## config.mk

```make
export PLATFORM = sky130hd
export DESIGN_NAME = layer_draw_arbiter
export DESIGN_NICKNAME = d
export VERILOG_FILES = /design/src/rtl/draw_pkg.sv /design/src/rtl/layer_priority_enc.sv /design/src/rtl/layer_draw_arbiter.sv
export SDC_FILE = /design/constraint.sdc
export NUM_CORES = 1
export LEC_CHECK = 0
export ABC_AREA = 1
export BUFFER_PORTS_ARGS = -buffer_cell sky130_fd_sc_hd__buf_2
export CAP_MARGIN = 10
export CORE_MARGIN = 2
export CORE_UTILIZATION = 43
export CTS_BUF_LIST = sky130_fd_sc_hd__clkbuf_4 sky130_fd_sc_hd__clkbuf_8 sky130_fd_sc_hd__clkbuf_16
export DETAILED_ROUTE_END_ITERATION = 12
export GPL_TIMING_DRIVEN = 0
export PLACE_DENSITY = 0.88
export SLEW_MARGIN = 20
export SYNTH_ARGS = -nofsm -noshare
export SYNTH_HDL_FRONTEND = slang
export SYNTH_SLANG_ARGS = --single-unit
```

## constraint.sdc

```tcl
create_clock -name clk -period 1.4 [get_ports clk]
set_input_delay 0.21 -clock clk [delete_from_list [all_inputs] [get_ports clk]]
set_output_delay 0.21 -clock clk [all_outputs]
set_load 0.05 [all_outputs]
```

## src/rtl/draw_pkg.sv

```systemverilog
// Shared types, constants and pair ordering for the layer draw arbiter.
// The collision feature is enabled by the LAYER_ARB_COLLISION_EN macro.
package draw_pkg;

    localparam int NUM_LAYERS = 4;
    localparam int NUM_PAIRS  = 6;

    typedef logic [7:0]            rgb_t;
    typedef logic [NUM_LAYERS-1:0] layer_mask_t;

    typedef enum logic {
        IDLE   = 1'b0,
        ACTIVE = 1'b1
    } arb_state_t;

    // Bit position of pair (i,j), i<j, giving {23,13,12,03,02,01} MSB first.
    function automatic logic [2:0] pair_idx(input int i, input int j);
        int pos;
        pos = (i * (2 * NUM_LAYERS - i - 1)) / 2 + (j - i - 1);
        return 3'(pos);
    endfunction

endpackage

```

## src/rtl/layer_priority_enc.sv

```systemverilog
// Fixed-priority encoder: lowest set bit of the qualified request vector wins.
module layer_priority_enc
    import draw_pkg::*;
(
    input  layer_mask_t eff,
    output logic        valid,
    output logic [1:0]  idx
);

    always_comb begin
        valid = 1'b0;
        idx   = 2'd0;
        // Scan from the top so the lowest index is written last and wins.
        for (int k = NUM_LAYERS - 1; k >= 0; k--) begin
            if (eff[k]) begin
                valid = 1'b1;
                idx   = 2'(k);
            end
        end
    end

endmodule

```

## src/rtl/layer_draw_arbiter.sv

```systemverilog
// Four-layer pixel arbiter with frame-deferred layer mask and optional
// per-frame pairwise collision reporting (macro LAYER_ARB_COLLISION_EN).
module layer_draw_arbiter
    import draw_pkg::*;
#(
    parameter rgb_t        BG_RGB     = 8'h00,
    parameter layer_mask_t RESET_MASK = 4'b1111
) (
    input  logic                 clk,
    input  logic                 reset,
    input  logic                 startOfFrame,
    input  logic [3:0]           drawingRequest,
    input  logic [7:0]           RGB0,
    input  logic [7:0]           RGB1,
    input  logic [7:0]           RGB2,
    input  logic [7:0]           RGB3,
    input  logic                 cfgValid,
    input  logic [3:0]           cfgMask,
    output logic                 drawingRequest_out,
    output logic [7:0]           RGBout,
    output logic [1:0]           layerSel,
    output logic [NUM_PAIRS-1:0] collisionFlags,
    output logic                 collisionValid
);

    arb_state_t  state_q, state_d;
    layer_mask_t active_mask_q, active_mask_d;
    layer_mask_t pend_mask_q, pend_mask_d;
    layer_mask_t eff;
    logic        win_vld;
    logic [1:0]  win_idx;
    rgb_t        rgb_d, rgb_q;
    logic        dro_q;
    logic [1:0]  sel_q;

    assign eff = drawingRequest & active_mask_q;

    layer_priority_enc u_enc (
        .eff   (eff),
        .valid (win_vld),
        .idx   (win_idx)
    );

    always_comb begin
        rgb_d = BG_RGB;
        if (win_vld) begin
            case (win_idx)
                2'd0:    rgb_d = RGB0;
                2'd1:    rgb_d = RGB1;
                2'd2:    rgb_d = RGB2;
                default: rgb_d = RGB3;
            endcase
        end
    end

    always_ff @(posedge clk) begin
        if (reset) begin
            rgb_q <= BG_RGB;
            dro_q <= 1'b0;
            sel_q <= 2'd0;
        end else begin
            rgb_q <= rgb_d;
            dro_q <= win_vld;
            sel_q <= win_vld ? win_idx : 2'd0;
        end
    end

    assign RGBout             = rgb_q;
    assign drawingRequest_out = dro_q;
    assign layerSel           = sel_q;

    // A same-cycle write at the frame boundary bypasses the pending stage.
    always_comb begin
        active_mask_d = active_mask_q;
        pend_mask_d   = pend_mask_q;
        if (cfgValid && startOfFrame) begin
            active_mask_d = cfgMask;
            pend_mask_d   = cfgMask;
        end else begin
            if (cfgValid)     pend_mask_d   = cfgMask;
            if (startOfFrame) active_mask_d = pend_mask_q;
        end
    end

    always_ff @(posedge clk) begin
        if (reset) begin
            active_mask_q <= RESET_MASK;
            pend_mask_q   <= RESET_MASK;
        end else begin
            active_mask_q <= active_mask_d;
            pend_mask_q   <= pend_mask_d;
        end
    end

    always_comb begin
        state_d = state_q;
        if (state_q == IDLE && startOfFrame) state_d = ACTIVE;
    end

    always_ff @(posedge clk) begin
        if (reset) state_q <= IDLE;
        else       state_q <= state_d;
    end

`ifdef LAYER_ARB_COLLISION_EN
    logic [NUM_PAIRS-1:0] ovl;
    logic [NUM_PAIRS-1:0] acc_q, acc_d;
    logic [NUM_PAIRS-1:0] flags_q, flags_d;
    logic                 cvld_q, cvld_d;

    always_comb begin
        ovl = '0;
        for (int i = 0; i < NUM_LAYERS; i++) begin
            for (int j = i + 1; j < NUM_LAYERS; j++) begin
                if (eff[i] && eff[j]) ovl[pair_idx(i, j)] = 1'b1;
            end
        end
    end

    // Boundary-cycle overlaps seed the new frame rather than the closing one.
    always_comb begin
        acc_d   = acc_q;
        flags_d = flags_q;
        cvld_d  = 1'b0;
        if (state_q == ACTIVE) begin
            if (startOfFrame) begin
                flags_d = acc_q;
                cvld_d  = 1'b1;
                acc_d   = ovl;
            end else begin
                acc_d = acc_q | ovl;
            end
        end
    end

    always_ff @(posedge clk) begin
        if (reset) begin
            acc_q   <= '0;
            flags_q <= '0;
            cvld_q  <= 1'b0;
        end else begin
            acc_q   <= acc_d;
            flags_q <= flags_d;
            cvld_q  <= cvld_d;
        end
    end

    assign collisionFlags = flags_q;
    assign collisionValid = cvld_q;
`else
    assign collisionFlags = '0;
    assign collisionValid = 1'b0;
`endif

endmodule

```

Word level (Yosys, flattened, before mapping):

Cells that the tools add are included.

* equality and inequality tests: 2
* muxes and demuxes: 13
* bitwise gates (word level): 2
* reduce and logical (&&, ||, !) cells: 5

Operators by type and width (count)
* 8-bit one-hot mux with 3 select lines: 1
* 4-bit two-way mux: 4
* 2-bit two-way mux: 4
* 4-bit bitwise AND: 1
* 1-bit two-way mux: 4
* 2-bit nonzero test: 2
* 2-bit by 1-bit == test with 1-bit output (second input constant): 1
* 2-bit == test (second input constant): 1
* 2-bit logical NOT: 1
* 2-bit OR reduction: 1
* 1-bit logical AND: 1
* 1-bit NOT: 1

* register bits after elaboration: 19
* input bits: 44
* output and inout bits: 18
* word-level logic and storage cells: 27

Longest topological paths before layout:

Gate-level depths: netlist (run 1).

* depth after elaboration: 7
* gate-level depth with buffers: 9
* mapped depth without buffers: 9

Modules after synthesis:

From an unflattened synthesis (run 1), not the netlist that was laid out.

* cells, all modules: 148
* area, all modules: 979.7 um^2

Modules (own cells, without submodules)
* layer_draw_arbiter: instances 1, cells each 140, area an instance 943.4 um^2, sequential area each 380.4 um^2
* layer_priority_enc: instances 1, cells each 8, area an instance 36.3 um^2, sequential area each 0.0 um^2

Worst setup path after synthesis (run 1):

Ideal clock, no wire load.

* kind: reg-to-reg
* start point: register active_mask_q[1]
* end point: register rgb_q[3] (netlist: RGBout[3])
* setup time: 0.109 ns
* data arrival time: 0.966 ns
* data required time: 1.291 ns
* setup slack: 0.325 ns
* cell stages (with the launch flop): 9
* path buffers: 1
* clock period less this slack: 1.075 ns
* path through: dfxtp_1 > nand2_4 > nand2_4 > buf_6 > nor2_1 > a21oi_2 > nand3_1 > nand2_1 > inv_1

* longest elaborated chain between the ends: 5
* elaborated cells on any way between the ends: 11
* those cells by class: eq/ne (2); mux (5); bitwise (2); reduce/logical (2)

Ends and longest elaborated chain
* from (decl): RTL line layer_draw_arbiter.sv:27 `layer_mask_t active_mask_q, active_mask_d;`
* from (signal assigned): RTL line layer_draw_arbiter.sv:90 `active_mask_q <= active_mask_d;`
* 4-bit bitwise AND (*): RTL line layer_draw_arbiter.sv:36 `assign eff = drawingRequest & active_mask_q;`
* 2-bit two-way mux or 1-bit two-way mux (tied branches) (2 in a row): RTL line layer_priority_enc.sv:15 `if (eff[k]) begin`
* 2-bit == test, or another cell as far along: RTL line layer_draw_arbiter.sv:47 `case (win_idx)`
* 8-bit one-hot mux with 3 select lines or 2-bit OR reduction (tied branches)
* to (signal assigned): RTL line layer_draw_arbiter.sv:62 `rgb_q <= rgb_d;`
* to (decl): RTL line layer_draw_arbiter.sv:32 `rgb_t rgb_d, rgb_q;`

Every way passes the cells marked *; elsewhere a longest branch is shown, timed or not.
A chain may end at the register's enable or synchronous reset.

Worst setup path after layout (run 1):

* start point: register active_mask_q[2]
* end point: register rgb_q[1] (netlist: RGBout[1])

* longest elaborated chain between the ends: 6
* elaborated cells on any way between the ends: 13
* those cells by class: eq/ne (2); mux (7); bitwise (2); reduce/logical (2)

Ends and longest elaborated chain (RTL line)
* 4-bit bitwise AND (*): layer_draw_arbiter.sv:36
* 2-bit two-way mux or 1-bit two-way mux (tied branches) (3 in a row): layer_priority_enc.sv:15
* 2-bit == test, or another cell as far along: layer_draw_arbiter.sv:47
* 8-bit one-hot mux with 3 select lines or 2-bit OR reduction (tied branches)

Marked as above.

==> results of run 1 <==
worst max-delay path: cells and delay by family, from the launching register on:
kind          cells  cell delay (ns)
simple gates      6             0.73
flops             1             0.39
buf+inv           1             0.04
power by group:
group	internal (uW)	switching (uW)	total, uW
clock network	109	190	300
logic	172	352	524
registers	588	15.4	603
total	869	558	1430
worst paths after layout:
check | startpoint | to | slack (ns) | depth (start not counted)
setup reg to reg | active_mask_q[2] | RGBout[1] | 0.16 | 7
hold reg to reg | pend_mask_q[3] | pend_mask_q[3] | 0.47 | 2
hold / removal | cfgMask[3] | pend_mask_q[3] | 0.13 | 3
setup / recovery | active_mask_q[2] | RGBout[1] | 0.16 | 7
logic make-up (layout without fill, tap and decap cells):
logic type      after synthesis  after routing
compound gates               17             17
buf+inv                      25             83
flops                        19             19
mux                           4              4
other cells                   1              7
simple gates                 67             67
registers in the layout (all words and copies together) (netlist names):
register	count
pend_mask_q	4
layerSel	2
RGBout	8
active_mask_q	4
drawingRequest_out	1
routing by layer:
metal,vias to the layer above,GRT usage (%),wire length (um),share of wire (%)
met5,-,0,0,0
met4,0,9.40,48,1.9
met3,5,2.82,204,8.0
met2,41,34.4,1310,51
met1,490,21.3,1000,39
li1,558,-,-,-
layout make-up:
type	instances	area, um2
flip-flops and latches	19	380
fillers	223	843
multi-input cells	95	558
inverters	16	62.6
repair buffers	54	270
well taps	28	35.0
plain buffers	9	75.1
clock inverters	1	7.51
clock buffers	3	22.5
through the flow:
step / util (%) / area (um2) / power [uW] / std cells
final: 62.6 / 1410 / 1430 / 225
after global routing: 62.6 / 1410 / 1500 / 225
after CTS: 62.6 / 1410 / 1430 / 225
after detailed placement: 61.3 / 1380 / 1140 / 221
after global placement: 61.3 / 1380 / 1130 / 221
after floorplan: - / 1080 / 1000 / 139
cells in the mapped netlist (all sizes together):
cell	number	share of area [%]
mux2	3	3.2
mux2i	1	0.95
nor2	12	4.3
dfxtp	19	36
inv	16	5.9
o21ai	12	6.8
nand3	17	9.3
a21oi	5	2.7
nand2	22	15
nor3	8	3.8
buf	9	7.1
nand4	8	4.8
conb	1	0.36
==> results_dict.tcl, run 1 <==
set metrics [dict create \
    status "finished clean" \
    finalHoldViolations 0 \
    insertedDiodeCount 0 \
    synth_top_family_by_area "simple AND/OR/NAND/NOR gates" \
    vdd_drop_max_uv 591 \
    die-area_um2 2860 \
    synthAdderAreaFrac_pct 0 \
    cp.arrival_ns 1.47 \
    wl_per_cell_um 11.4 \
    cts_setup_buffers 0 \
    cts_max_level 1 \
    vias_per_cell 4.86 \
    synth_seq_cells 19 \
    route.detailed.drc 0 \
    cts.sinks 19 \
    drive_gt1_share_pct 41.6 \
    synth_area_per_cell_um2 7.92 \
    crit_type "flip-flop to flip-flop" \
    io_buffers 54 \
    whs_ns 0.126 \
    min_path_type "input pin to flip-flop" \
    antenna_found_initial 0 \
    path_clk_slew_ns 0.12 \
    cp_max_fo 10 \
    critPathLaunchType "flip-flop" \
    path_cells "nand2_4, nand2_4, nand2_1, nand4_1, nand3_1, nand2_1, inv_1" \
    ant_nets 0 \
    cts_tree "yes" \
    clock_path_buffers 2 \
    grt_pass1_vias 964 \
    dp_slack_ns 0.168 \
    final_cell_mix "buf_2, dfxtp_1, nand3_1" \
    synthCells 133 \
    cap_violations 0 \
    clk_latency_ns 0.31 \
    synth_xor_area_share_pct 0 \
    dp_hpwl_um 2050 \
    finalWorstPathRequiredPeriod_ns 1.24 \
    period_share_pct 88.8 \
    timing.final.ws_setup_ns 0.157 \
    nets 242 \
    fp.dieW_um 53.5 \
    vias 1094 \
    synth_compound_area_share_pct 9.50 \
    finalWeightedCongestion 0.773 \
    skew_ns 0.00415 \
    yosysUniqueCellTypes 22 \
    final-setup-viol-count 0 \
    critical_path.slowest_cell "dfxtp_1" \
    slew_violations 0 \
    synth.cell_area_um2 1050 \
    max_freq_ghz 0.805 \
    area_growth_pct 34.0 \
    synth_seq_area_share_pct 36.1 \
    p_leak_uw 0.000780 \
    end_kind "flip-flop" \
    coreArea_um2 2250 \
    p_per_area_nw_per_um2 1010 \
    rows 17 \
    yosys_warnings 0 \
    grt.overflow.total 0 \
    start_util_pct 46.7 \
    setup-tns-final_ns 0 \
    drt_wl_total_um 2570 \
    grt_pass1_wl_um 3950 \
    synth_mux_area_share_pct 4.16 \
    hold_buffers 0 \
    drt-initial-drc-count 9 \
    cts_resized 0 \
    cts_root_buf "clkbuf_4" \
    cts_made_buffers 3 \
    io_pins 62 \
    drt_first_pass_iters 4 \
    grt_max_degree 13 \
    rsz0062_at_grt "false" \
    slowest_delay_ns 0.39 \
    final_common_cell "buf_2" \
    fp.dieH_um 53.5 \
    required_ns 1.63 \
    synthSimpleGateAreaFrac_pct 36.8 \
    grtUsageTotal_pct 19.0 \
]
Power figures use the tool's default switching activity.
==> run 2: changes to the inputs <==
==> constraint.sdc (replaced) <==
create_clock -name clk -period 1.4 [get_ports clk]
set_input_delay 0.07 -clock clk [delete_from_list [all_inputs] [get_ports clk]]
set_output_delay 0.07 -clock clk [all_outputs]
set_load 0.05 [all_outputs]
==> results_dict.tcl, run 2 (synthesis results as in run 1) <==
set metrics [dict create \
    whs_path_depth 5 \
    r2r_setup_slack_ns 0.15 \
    whs_ns 0.0570 \
    cp_max_fo 10 \
    antenna_found_initial 0 \
    path_cells "nand2_4, nand2_4, nand2_1, nand4_1, nand3_1, nand2_1, inv_1" \
    min_to "RGBout[3]" \
    crit_buf_inv 1 \
    reg2regPathDepth 7 \
    io_pins 62 \
    hold_buffers 2 \
    path_clk_slew_ns 0.12 \
    clock_path_buffers 2 \
    cts.sinks 19 \
    p_leak_uw 0.000789 \
    cts_setup_buffers 0 \
    vias 1104 \
    io_buffers 54 \
    area_growth_pct 35.9 \
    largest_reg_flops 8 \
    drive_gt1_share_pct 41.2 \
    worstReg2RegEnd "RGBout[1]" \
    max_freq_ghz 0.803 \
    clk_latency_ns 0.31 \
    route.detailed.drc 0 \
    finalWorstPathRequiredPeriod_ns 1.25 \
    fp.dieH_um 53.5 \
    ant_nets 0 \
    grt_pass1_wl_um 4130 \
    finalHoldViolations 0 \
    setup-tns-final_ns 0 \
    rows 17 \
    cts_root_buf "clkbuf_4" \
    final_common_cell "buf_2" \
    required_ns 1.63 \
    die-area_um2 2860 \
    vdd_drop_max_uv 593 \
    p_per_area_nw_per_um2 1000 \
    cts_made_buffers 3 \
    wl_per_cell_um 11.7 \
    coreArea_um2 2250 \
    dp_hpwl_um 2050 \
    grtUsageTotal_pct 20.0 \
    grt_max_degree 13 \
    final-setup-viol-count 0 \
    drt_wl_total_um 2660 \
    total_power_uw 1430 \
    start_util_pct 46.7 \
    rsz0062_at_grt "false" \
    nFillCells 216 \
    finalWeightedCongestion 0.773 \
    slew_violations 0 \
    skew_ns 0.00399 \
    drt-initial-drc-count 11 \
    vias_per_cell 4.86 \
    cts_max_level 1 \
    period_share_pct 89.0 \
    drt_first_pass_iters 4 \
    grt.overflow.total 0 \
    final_cell_mix "buf_2, dfxtp_1, nand3_1" \
    regArea_um2 380 \
    critical_path.slowest_cell "dfxtp_1" \
    hp-start "RGB0[3]" \
    cts_tree "yes" \
    multiInputGateArea_um2 558 \
    slowest_delay_ns 0.39 \
    fp.dieW_um 53.5 \
    timing.rr.start "active_mask_q[2]" \
    insertedDiodeCount 0 \
    cap_violations 0 \
    crit_type "flip-flop to flip-flop" \
    cts_resized 0 \
    cp.arrival_ns 1.47 \
    min_path_type "input pin to flip-flop" \
    end_kind "flip-flop" \
    nets 244 \
    status "finished clean" \
    critPathLaunchType "flip-flop" \
    critPathTopFamily "simple AND/OR/NAND/NOR gates" \
    grt_pass1_vias 977 \
]
[run 2: cell types whose count changed in the layout (fill, tap and decap cells not counted)]
cell and change:
dlygate4sd3_1 +2
[run 2: metrics by stage]
step                setup slack, ns  area [um2]  utilization, %  cells
finish                        0.155        1430            63.5    227
global route                 0.0146        1430            63.5    227
CTS                           0.153        1430            63.5    227
detailed placement            0.168        1380            61.3    221
global placement              0.194        1380            61.3    221
floorplan                     0.325        1080               -    139
[run 2: how the worst max path moves through the flow]
stage	startpoint	slack, ns	cells after the start	to
floorplan	active_mask_q[1]	0.32	8	RGBout[3]
global placement	active_mask_q[2]	0.19	7	RGBout[1]
detailed placement	active_mask_q[2]	0.17	7	RGBout[1]
CTS	active_mask_q[2]	0.15	7	RGBout[1]
global route	active_mask_q[2]	0.01	7	RGBout[2]
finish	active_mask_q[2]	0.15	7	RGBout[1]
[run 2: final cells by class]
cell class,count,area share [%]
Clock inverter,1,0.524
Tap cell,28,2.45
Inverter,16,4.37
Clock buffer,3,1.57
Sequential cell,19,26.6
Multi-Input combinational cell,95,39.0
Buffer,9,5.24
Timing Repair Buffer,56,20.3
[run 2: worst register-to-register path, stage by stage (launching register included)]
cell and delay [ns]:
dfxtp_1 0.39, nand2_4 0.13, nand2_4 0.12, nand2_1 0.19, nand4_1 0.15, nand3_1 0.09
nand2_1 0.06, inv_1 0.04
[run 2: per-layer routing]
layer	track usage, %	vias up	wire, um
li1	-	563	-
met1	22.5	493	1040
met2	36.0	41	1350
met3	2.26	7	197
met4	10.7	0	75
met5	0	-	0
[run 2: power breakdown]
part           internal (uW)  switching [uW]
clock network            109             190
logic                    176             354
registers                588            15.3
total                    872             559
==> run 3: changes to the inputs <==
--- a/config.mk
+++ b/config.mk
@@ -12,7 +12,6 @@
 export CORE_UTILIZATION = 43
 export CTS_BUF_LIST = sky130_fd_sc_hd__clkbuf_4 sky130_fd_sc_hd__clkbuf_8 sky130_fd_sc_hd__clkbuf_16
 export DETAILED_ROUTE_END_ITERATION = 12
-export GPL_TIMING_DRIVEN = 0
 export PLACE_DENSITY = 0.88
 export SLEW_MARGIN = 20
 export SYNTH_ARGS = -nofsm -noshare
==> results_dict.tcl, run 3 (synthesis results as in run 1) <==
set metrics [dict create \
    fp.dieW_um 53.5 \
    nFillCells 210 \
    final_cell_mix "buf_2, dfxtp_1, nand3_1" \
    path_clk_slew_ns 0.10 \
    final_common_cell "buf_2" \
    io_pins 62 \
    rows 17 \
    route.detailed.drc 0 \
    dpl_cell_area_um2 1310 \
    crit_type "flip-flop to flip-flop" \
    cts_max_level 1 \
    r2r_setup_slack_ns 0.18 \
    required_ns 1.60 \
    whs_ns 0.0147 \
    path_cells "nand2_4, nand2_4, nand2_1, nand4_1, nand3_1, nand2_1, inv_1" \
    grt_pass1_vias 983 \
    vias_per_cell 4.89 \
    p_per_area_nw_per_um2 1030 \
    hp-start "cfgMask[3]" \
    coreArea_um2 2250 \
    insertedDiodeCount 0 \
    cap_violations 0 \
    clkPwrFrac_pct 19.9 \
    cts_made_buffers 3 \
    cts.sinks 19 \
    antenna_found_initial 0 \
    grtUsageTotal_pct 18.1 \
    area_growth_pct 27.3 \
    timing.rr.start "active_mask_q[2]" \
    final-setup-viol-count 0 \
    reg2regPathDepth 7 \
    cp.arrival_ns 1.42 \
    cts_tree "yes" \
    start_util_pct 46.7 \
    die-area_um2 2860 \
    vdd_drop_max_uv 643 \
    ant_nets 0 \
    cp-startpoint "active_mask_q[2]" \
    swShare_pct 38.5 \
    critical_path.slowest_cell "dfxtp_1" \
    total_power_uw 1380 \
    cp_max_fo 10 \
    grt_max_degree 12 \
    stdcell_count 217 \
    drt_first_pass_iters 4 \
    finalHoldViolations 0 \
    p_seq_share_pct 43.7 \
    slew_violations 0 \
    wl_per_cell_um 11.2 \
    clk_latency_ns 0.29 \
    intPower_uw 846 \
    min_path_type "input pin to flip-flop" \
    dp.cells 213 \
    rsz0062_at_grt "false" \
    cts_root_buf "clkbuf_4" \
    grt.overflow.total 0 \
    drt-initial-drc-count 17 \
    nets 234 \
    drt_wl_total_um 2430 \
    setup-tns-final_ns 0 \
    clock_path_buffers 2 \
    switchingPower_uw 530 \
    slowest_delay_ns 0.38 \
    end_kind "flip-flop" \
    critPathLaunchType "flip-flop" \
    drive_gt1_share_pct 39.2 \
    p_leak_uw 0.000738 \
    max_freq_ghz 0.822 \
    worstReg2RegEnd "RGBout[5]" \
    skew_ns 0.0102 \
    finalWorstPathRequiredPeriod_ns 1.22 \
    crit_path_end "RGBout[5]" \
    io_buffers 54 \
    dp_hpwl_um 1980 \
    grt_pass1_wl_um 3860 \
    stdcell_area_um2 1340 \
    comb_power_share_pct 36.4 \
    largest_reg_flops 8 \
    finalWeightedCongestion 0.809 \
    status "finished clean" \
    cts_resized 0 \
    hold_buffers 0 \
    fp.dieH_um 53.5 \
    vias 1062 \
    period_share_pct 86.9 \
    cts_setup_buffers 0 \
]
run 3: cell types whose count changed in the layout (fill, tap and decap cells not counted), sizes merged:
cell and delta:
clkinvlp -1, dlygate4sd3 -2, clkinv +1, buf -8
run 3: layer usage:
| metal | track usage (%) | part of all wire [%] | vias to the layer above |
|---|---|---|---|
| li1 | - | - | 544 |
| met1 | 22.3 | 40 | 460 |
| met2 | 31.7 | 49 | 56 |
| met3 | 1.98 | 9.4 | 2 |
| met4 | 6.84 | 0.78 | 0 |
| met5 | 0 | 0 | - |
run 3: worst min path at each step:
stage	to	depth (start not counted)	slack, ns
2_1_floorplan	layerSel[1]	1	0.14
3_3_place_gp	pend_mask_q[3]	3	0.31
3_5_place_dp	pend_mask_q[3]	3	0.32
4_1_cts	pend_mask_q[3]	3	0.02
5_1_grt	layerSel[1]	2	0.002
6_report	pend_mask_q[3]	3	0.01
run 3: layout make-up:
type	count	area [um2]	share of cell area [%]
inverter	16	62.6	4.66
clock buffer	3	22.5	1.68
multi-input combinational	95	558	41.6
tap	28	35.0	2.61
sequential	19	380	28.4
timing repair buffer	55	278	20.7
clock inverter	1	5.00	0.373
run 3: metrics by stage:
| step | utilization, % | worst slack, ns |
|---|---|---|
| after floorplan | - | 0.325 |
| after global placement | 58.3 | 0.229 |
| after detailed placement | 58.3 | 0.212 |
| after CTS | 59.5 | 0.194 |
| after global routing | 59.5 | 0.0342 |
| final | 59.5 | 0.183 |
run 3: power by group through the flow:
stage	clock, uW	sequential, uW	combinational (uW)
final	274	601	501
after global routing	303	606	547
after CTS	275	601	501
after detailed placement	0	614	499
after global placement	0	612	493
after floorplan	0	729	275
run 3: critical path, delay by kind of cell, from the launching register on:
| kind | cells | cell delay [ns] |
|---|---|---|
| AND/OR/NAND/NOR | 6 | 0.73 |
| flip-flops | 1 | 0.38 |
| buffers and inverters | 1 | 0.03 |
